### config.mk
export PLATFORM = sky130hd
export DESIGN_NAME = design_sel_ctrl
export DESIGN_NICKNAME = d
export VERILOG_FILES = /design/src/rtl/design_sel_ctrl.sv
export SDC_FILE = /design/constraint.sdc
export NUM_CORES = 1
export LEC_CHECK = 0
export BUFFER_PORTS_ARGS = -buffer_cell sky130_fd_sc_hd__buf_4
export CAP_MARGIN = 20
export CORE_ASPECT_RATIO = 1.75
export CORE_UTILIZATION = 55
export DETAILED_ROUTE_END_ITERATION = 12
export PLACE_DENSITY_LB_ADDON = 0.2
export SYNTH_ARGS = -nofsm -noshare
export SYNTH_HDL_FRONTEND = slang
export SYNTH_SLANG_ARGS = --single-unit
### constraint.sdc
create_clock -name wb_clk_i -period 3 [get_ports wb_clk_i]
set_clock_uncertainty 0.2 [all_clocks]
set_input_delay 0.3 -clock wb_clk_i [delete_from_list [all_inputs] [get_ports wb_clk_i]]
set_output_delay 0.3 -clock wb_clk_i [all_outputs]
set_load 0.01 [all_outputs]
### src/rtl/design_sel_ctrl.sv
// ---------------------------------------------------------------------------
// design_sel_ctrl
//
// Drives the design-selection strobe interface (sel_id / sel_clk) that feeds
// the IO pad mux. The mux latches sel_id on each rising edge of sel_clk.
//
// A request is switched in two pulses so the pads never see a half-selected
// design. The first pulse latches SAFE_ID, which turns every pad into an
// input. The block then waits a guard interval. The second pulse latches the
// requested ID. design_rst is held high for the whole switch.
//
// Ports
//   wb_clk_i   : sole clock, rising edge
//   wb_rst_i   : synchronous active-high reset
//   req_valid  : select request valid
//   req_id     : requested design ID
//   req_ready  : high only in IDLE; accept on req_valid && req_ready
//   sel_id     : ID presented to the mux
//   sel_clk    : latch strobe to the mux
//   design_rst : reset to user designs while switching
//   busy       : high whenever the FSM is not idle
//   cur_id     : last ID committed by a completed sequence
//   cur_valid  : cur_id is known (cleared by reset)
//   done       : one-cycle pulse on sequence completion
//   dbg_state  : current FSM state, for observation only
//
// Handshake: a request transfers on a rising edge where req_valid and
// req_ready are both high. req_id is captured on that edge. While busy,
// req_valid is ignored and is not queued.
// ---------------------------------------------------------------------------
module design_sel_ctrl #(
   parameter int          SETUP_CYCLES = 2,
   parameter int          PULSE_CYCLES = 2,
   parameter int          GUARD_CYCLES = 16,
   parameter logic [3:0]  SAFE_ID      = 4'hE
) (
   input  logic       wb_clk_i,
   input  logic       wb_rst_i,
   input  logic       req_valid,
   input  logic [3:0] req_id,
   output logic       req_ready,
   output logic [3:0] sel_id,
   output logic       sel_clk,
   output logic       design_rst,
   output logic       busy,
   output logic [3:0] cur_id,
   output logic       cur_valid,
   output logic       done,
   output logic [2:0] dbg_state
);

   typedef enum logic [2:0] {
      IDLE    = 3'd0,
      S_SETUP = 3'd1,
      S_PULSE = 3'd2,
      GUARD   = 3'd3,
      N_SETUP = 3'd4,
      N_PULSE = 3'd5,
      N_HOLD  = 3'd6
   } state_t;

   // Each state loads the counter with its length minus one on entry and
   // leaves when the counter reaches zero.
   localparam logic [15:0] SETUP_LD = 16'(SETUP_CYCLES - 1);
   localparam logic [15:0] PULSE_LD = 16'(PULSE_CYCLES - 1);
   localparam logic [15:0] GUARD_LD = 16'(GUARD_CYCLES - 1);

   state_t      state, state_n;
   logic [15:0] cnt, cnt_n;
   logic [3:0]  cap_id;
   logic [3:0]  sel_id_n;
   logic        accept;
   logic        finish;
   logic        last;

   assign last      = (cnt == 16'd0);
   assign dbg_state = state;

   always_comb begin
      state_n = state;
      cnt_n   = cnt;
      accept  = 1'b0;
      finish  = 1'b0;
      case (state)
         IDLE: begin
            if (req_valid && req_ready) begin
               accept  = 1'b1;
               state_n = S_SETUP;
               cnt_n   = SETUP_LD;
            end
         end
         S_SETUP: begin
            if (last) begin
               state_n = S_PULSE;
               cnt_n   = PULSE_LD;
            end else begin
               cnt_n = cnt - 16'd1;
            end
         end
         S_PULSE: begin
            if (last) begin
               state_n = GUARD;
               cnt_n   = GUARD_LD;
            end else begin
               cnt_n = cnt - 16'd1;
            end
         end
         GUARD: begin
            if (last) begin
               state_n = N_SETUP;
               cnt_n   = SETUP_LD;
            end else begin
               cnt_n = cnt - 16'd1;
            end
         end
         N_SETUP: begin
            if (last) begin
               state_n = N_PULSE;
               cnt_n   = PULSE_LD;
            end else begin
               cnt_n = cnt - 16'd1;
            end
         end
         N_PULSE: begin
            if (last) begin
               state_n = N_HOLD;
               cnt_n   = SETUP_LD;
            end else begin
               cnt_n = cnt - 16'd1;
            end
         end
         N_HOLD: begin
            if (last) begin
               state_n = IDLE;
               cnt_n   = 16'd0;
               finish  = 1'b1;
            end else begin
               cnt_n = cnt - 16'd1;
            end
         end
         default: begin
            state_n = IDLE;
            cnt_n   = 16'd0;
         end
      endcase
   end

   // sel_id only changes on entry to S_SETUP or N_SETUP. sel_clk is low on
   // both sides of those transitions, so the mux never sees sel_id move
   // around a strobe edge. In IDLE the last driven value is held.
   always_comb begin
      sel_id_n = sel_id;
      case (state_n)
         S_SETUP, S_PULSE, GUARD:  sel_id_n = SAFE_ID;
         N_SETUP, N_PULSE, N_HOLD: sel_id_n = cap_id;
         default:                  sel_id_n = sel_id;
      endcase
   end

   // Outputs are registered from the next-state decode, so they line up
   // with the state they describe.
   always_ff @(posedge wb_clk_i) begin
      if (wb_rst_i) begin
         state      <= IDLE;
         cnt        <= 16'd0;
         cap_id     <= 4'd0;
         sel_clk    <= 1'b0;
         sel_id     <= SAFE_ID;
         design_rst <= 1'b0;
         busy       <= 1'b0;
         req_ready  <= 1'b1;
         done       <= 1'b0;
         cur_id     <= 4'd0;
         cur_valid  <= 1'b0;
      end else begin
         state      <= state_n;
         cnt        <= cnt_n;
         if (accept) begin
            cap_id <= req_id;
         end
         sel_clk    <= (state_n == S_PULSE) || (state_n == N_PULSE);
         sel_id     <= sel_id_n;
         design_rst <= (state_n != IDLE);
         busy       <= (state_n != IDLE);
         req_ready  <= (state_n == IDLE);
         done       <= finish;
         if (finish) begin
            cur_id    <= cap_id;
            cur_valid <= 1'b1;
         end
      end
   end

endmodule

==> metrics.yaml <==
drt-initial-drc-count: 41
criticalPathCategory: "flop to flop"
post-cts-setup-buffer-count: 0
antenna_cells: 0
boundaryPins: 24
post-route-min-period_ns: 2.41
synth_edf_count: 0
cts_hold_buffers: 0
crit_path_start_kind: "flop"
wl_per_cell_um: 15.7
path_max_fanout: 12
cts.sinks: 36
hold_viol_final: 0
layout.nets: 245
tns_ns: 0
synthFlopType: "dfxtp_1"
slew_violations: 0
critical_path.cell_chain: "inv_1 > ha_1 > nor4b_1 > nand4_1 > a21oi_1 > buf_4 > nor3_1"
cts_tree: "built"
dp_hpwl_um: 3200
cts_resized: 0
critical_path_required_ns: 2.96
fp-row-count: 27
crit_path_top_delay_cell: "nand4_1"
setup_viol: 0
seq_area_frac_synth_pct: 39.3
finalCritPeriodShare_pct: 80.4
start_util_pct: 57.8
gp_congestion: 0.942
die_h_um: 78.4
grt_overflow: 0
clkSlewWorstSetupHoldPaths_ns: 0.07
clk_latency_ns: 0.29
grt_antenna_before_repair: 0
die_w_um: 45.7
remaining_drc_errors: 0
vdd_drop_max_mv: 1.10
grt_pass1_wl_um: 7560
crit_path_end_kind: "flop"
vias: 1733
ant_nets: 0
ys_ff_latch: 36
port_buffers: 23
worstPathArrival_ns: 2.37
tightest_slew_ns: 0.925
syn_nets: 226
synth_cell_types: 52
synth_area_um2: 1830
wl_um: 4400
dp_slack_ns: 0.578
grt_use_total_pct: 28.3
hold_path_class: "primary input to flop"
drv_cap: 0
status: "complete, no violations"
area_growth_pct: 16.4
power.leakage_nw: 0.810
fin_ws_ns: 0.587
synthArstFlopShare_pct: 0
p_total_mw: 2.84
drive_above_1_share_pct: 19.3
core-area_um2: 3180
syn_inst: 218
first_pass_iters: 4
final_util_pct: 67.3
max_slew_margin_pct: 38.2
grt_max_degree: 35
yosysWarnings: 0
cts_made_buffers: 5
max_stage_delay_ns: 0.52
htree_levels: 2
die_area_um2: 3580
fmax_mhz: 414
syn_avg_cell_area_um2: 8.41
nFillCells: 277
power.density_nw_per_um2: 1330
routed_via_density: 6.17
grt_pass1_vias: 1716
clockBufferDepth: 2
rsz0062_at_grt: "false"
cts_root_buf: "clkbuf_8"
-- layer usage --
metal,vias to the layer above,wire length (um),global-route usage (%)
met5,-,0,0
met4,0,176,17.6
met3,16,153,5.98
met2,44,2470,49.4
met1,821,1590,28.3
li1,852,-,-
-- state kept, by name (all words and copies together), names as in the netlist --
register	count
req_ready	1
cur_id	4
sel_id	4
cur_valid	1
busy	1
sel_clk	1
cnt	16
done	1
dbg_state	3
cap_id	4
-- logic make-up after synthesis --
family	synth area share [%]
adder cells (fa/ha/maj)	0.682
AND/OR/NAND/NOR	27.5
XOR/XNOR	3.82
buffers and inverters	4.84
flip-flops	39.3
multiplexers	2.80
AO/OA/AOI/OAI	21.1
-- cells in the mapped netlist, types with 2 or more instances --
| cell type | number | area, um2 |
|---|---|---|
| or3_4 | 2 | 22.5 |
| nand3_1 | 14 | 70.1 |
| nand4_1 | 4 | 25.0 |
| nand2b_1 | 2 | 12.5 |
| a211o_1 | 2 | 17.5 |
| nor4b_1 | 2 | 17.5 |
| nor2_1 | 15 | 56.3 |
| o21a_1 | 2 | 15.0 |
| o221a_2 | 3 | 33.8 |
| clkbuf_1 | 11 | 41.3 |
| buf_2 | 2 | 10.0 |
| dfxtp_1 | 36 | 721 |
| mux2i_1 | 4 | 40.0 |
| inv_1 | 7 | 26.3 |
| o31ai_1 | 4 | 30.0 |
| nor4_1 | 7 | 43.8 |
| nand2_1 | 12 | 45.0 |
| a21oi_1 | 17 | 85.1 |
| or3_1 | 5 | 31.3 |
| nor3_1 | 15 | 75.1 |
| a211oi_1 | 5 | 37.5 |
| xnor2_1 | 3 | 26.3 |
| xor2_1 | 5 | 43.8 |
| o21ai_0 | 11 | 55.1 |
-- layout by cell type (no fill, tap or decap), types with 2 or more instances in the layout --
cell type   n
xor2_1      5
nor4_1      7
a211oi_1    5
nor3_1     15
buf_4      27
mux2i_1     4
clkbuf_8    5
a21oi_1    17
o31ai_1     4
nor4b_1     2
nand3_1    14
nor2_1     15
nand4_1     4
o21a_1      2
nand2_1    12
nand2b_1    2
xnor2_1     3
o21ai_0    11
dfxtp_1    36
o221a_2     3
or3_4       2
inv_1       7
a211o_1     2
or3_1       5
-- report_power, final --
group	switching [mW]	internal, mW	total (mW)	leakage, nW
clock network	0.168	0.246	0.414	0.0552
logic	0.907	0.666	1.57	0.461
registers	0.229	0.625	0.854	0.294
-- per-stage QoR --
stage | cells | cell area [um2] | hold slack (ns)
detailed placement | 273 | 2030 | 0.267
CTS | 281 | 2140 | 0.0733
floorplan | 218 | 1830 | 0.247
finish | 281 | 2140 | 0.0760
global placement | 273 | 2030 | 0.264
global route | 281 | 2140 | 0.0821
-- critical path: cells and delay by family (launching register included) --
kind / cells / cell delay [ns]
buffers and inverters: 2 / 0.29
adders and majority gates: 1 / 0.21
DFF: 1 / 0.35
and+or+nand+nor: 3 / 0.93
AOI/OAI and AO/OA: 1 / 0.30
-- worst paths after layout --
path	slack [ns]	end	cells after the start	start
setup / recovery	0.59	cnt[11]	7	cnt[1]
hold / removal	0.08	cap_id[3]	3	req_id[3]
setup reg to reg	0.59	cnt[11]	7	cnt[1]
hold reg to reg	0.28	cur_id[0]	2	cur_id[0]
-- final cells by class --
class / count / area [um2] / share of cell area [%]
multi-input cells: 160 / 1020 / 48.0
flip-flops and latches: 36 / 721 / 33.7
repair buffers: 27 / 203 / 9.49
clock buffers: 6 / 72.6 / 3.40
well taps: 43 / 53.8 / 2.52
clock inverters: 2 / 35.0 / 1.64
inverters: 7 / 26.3 / 1.23
No activity file was read; power rests on OpenSTA's default activity.
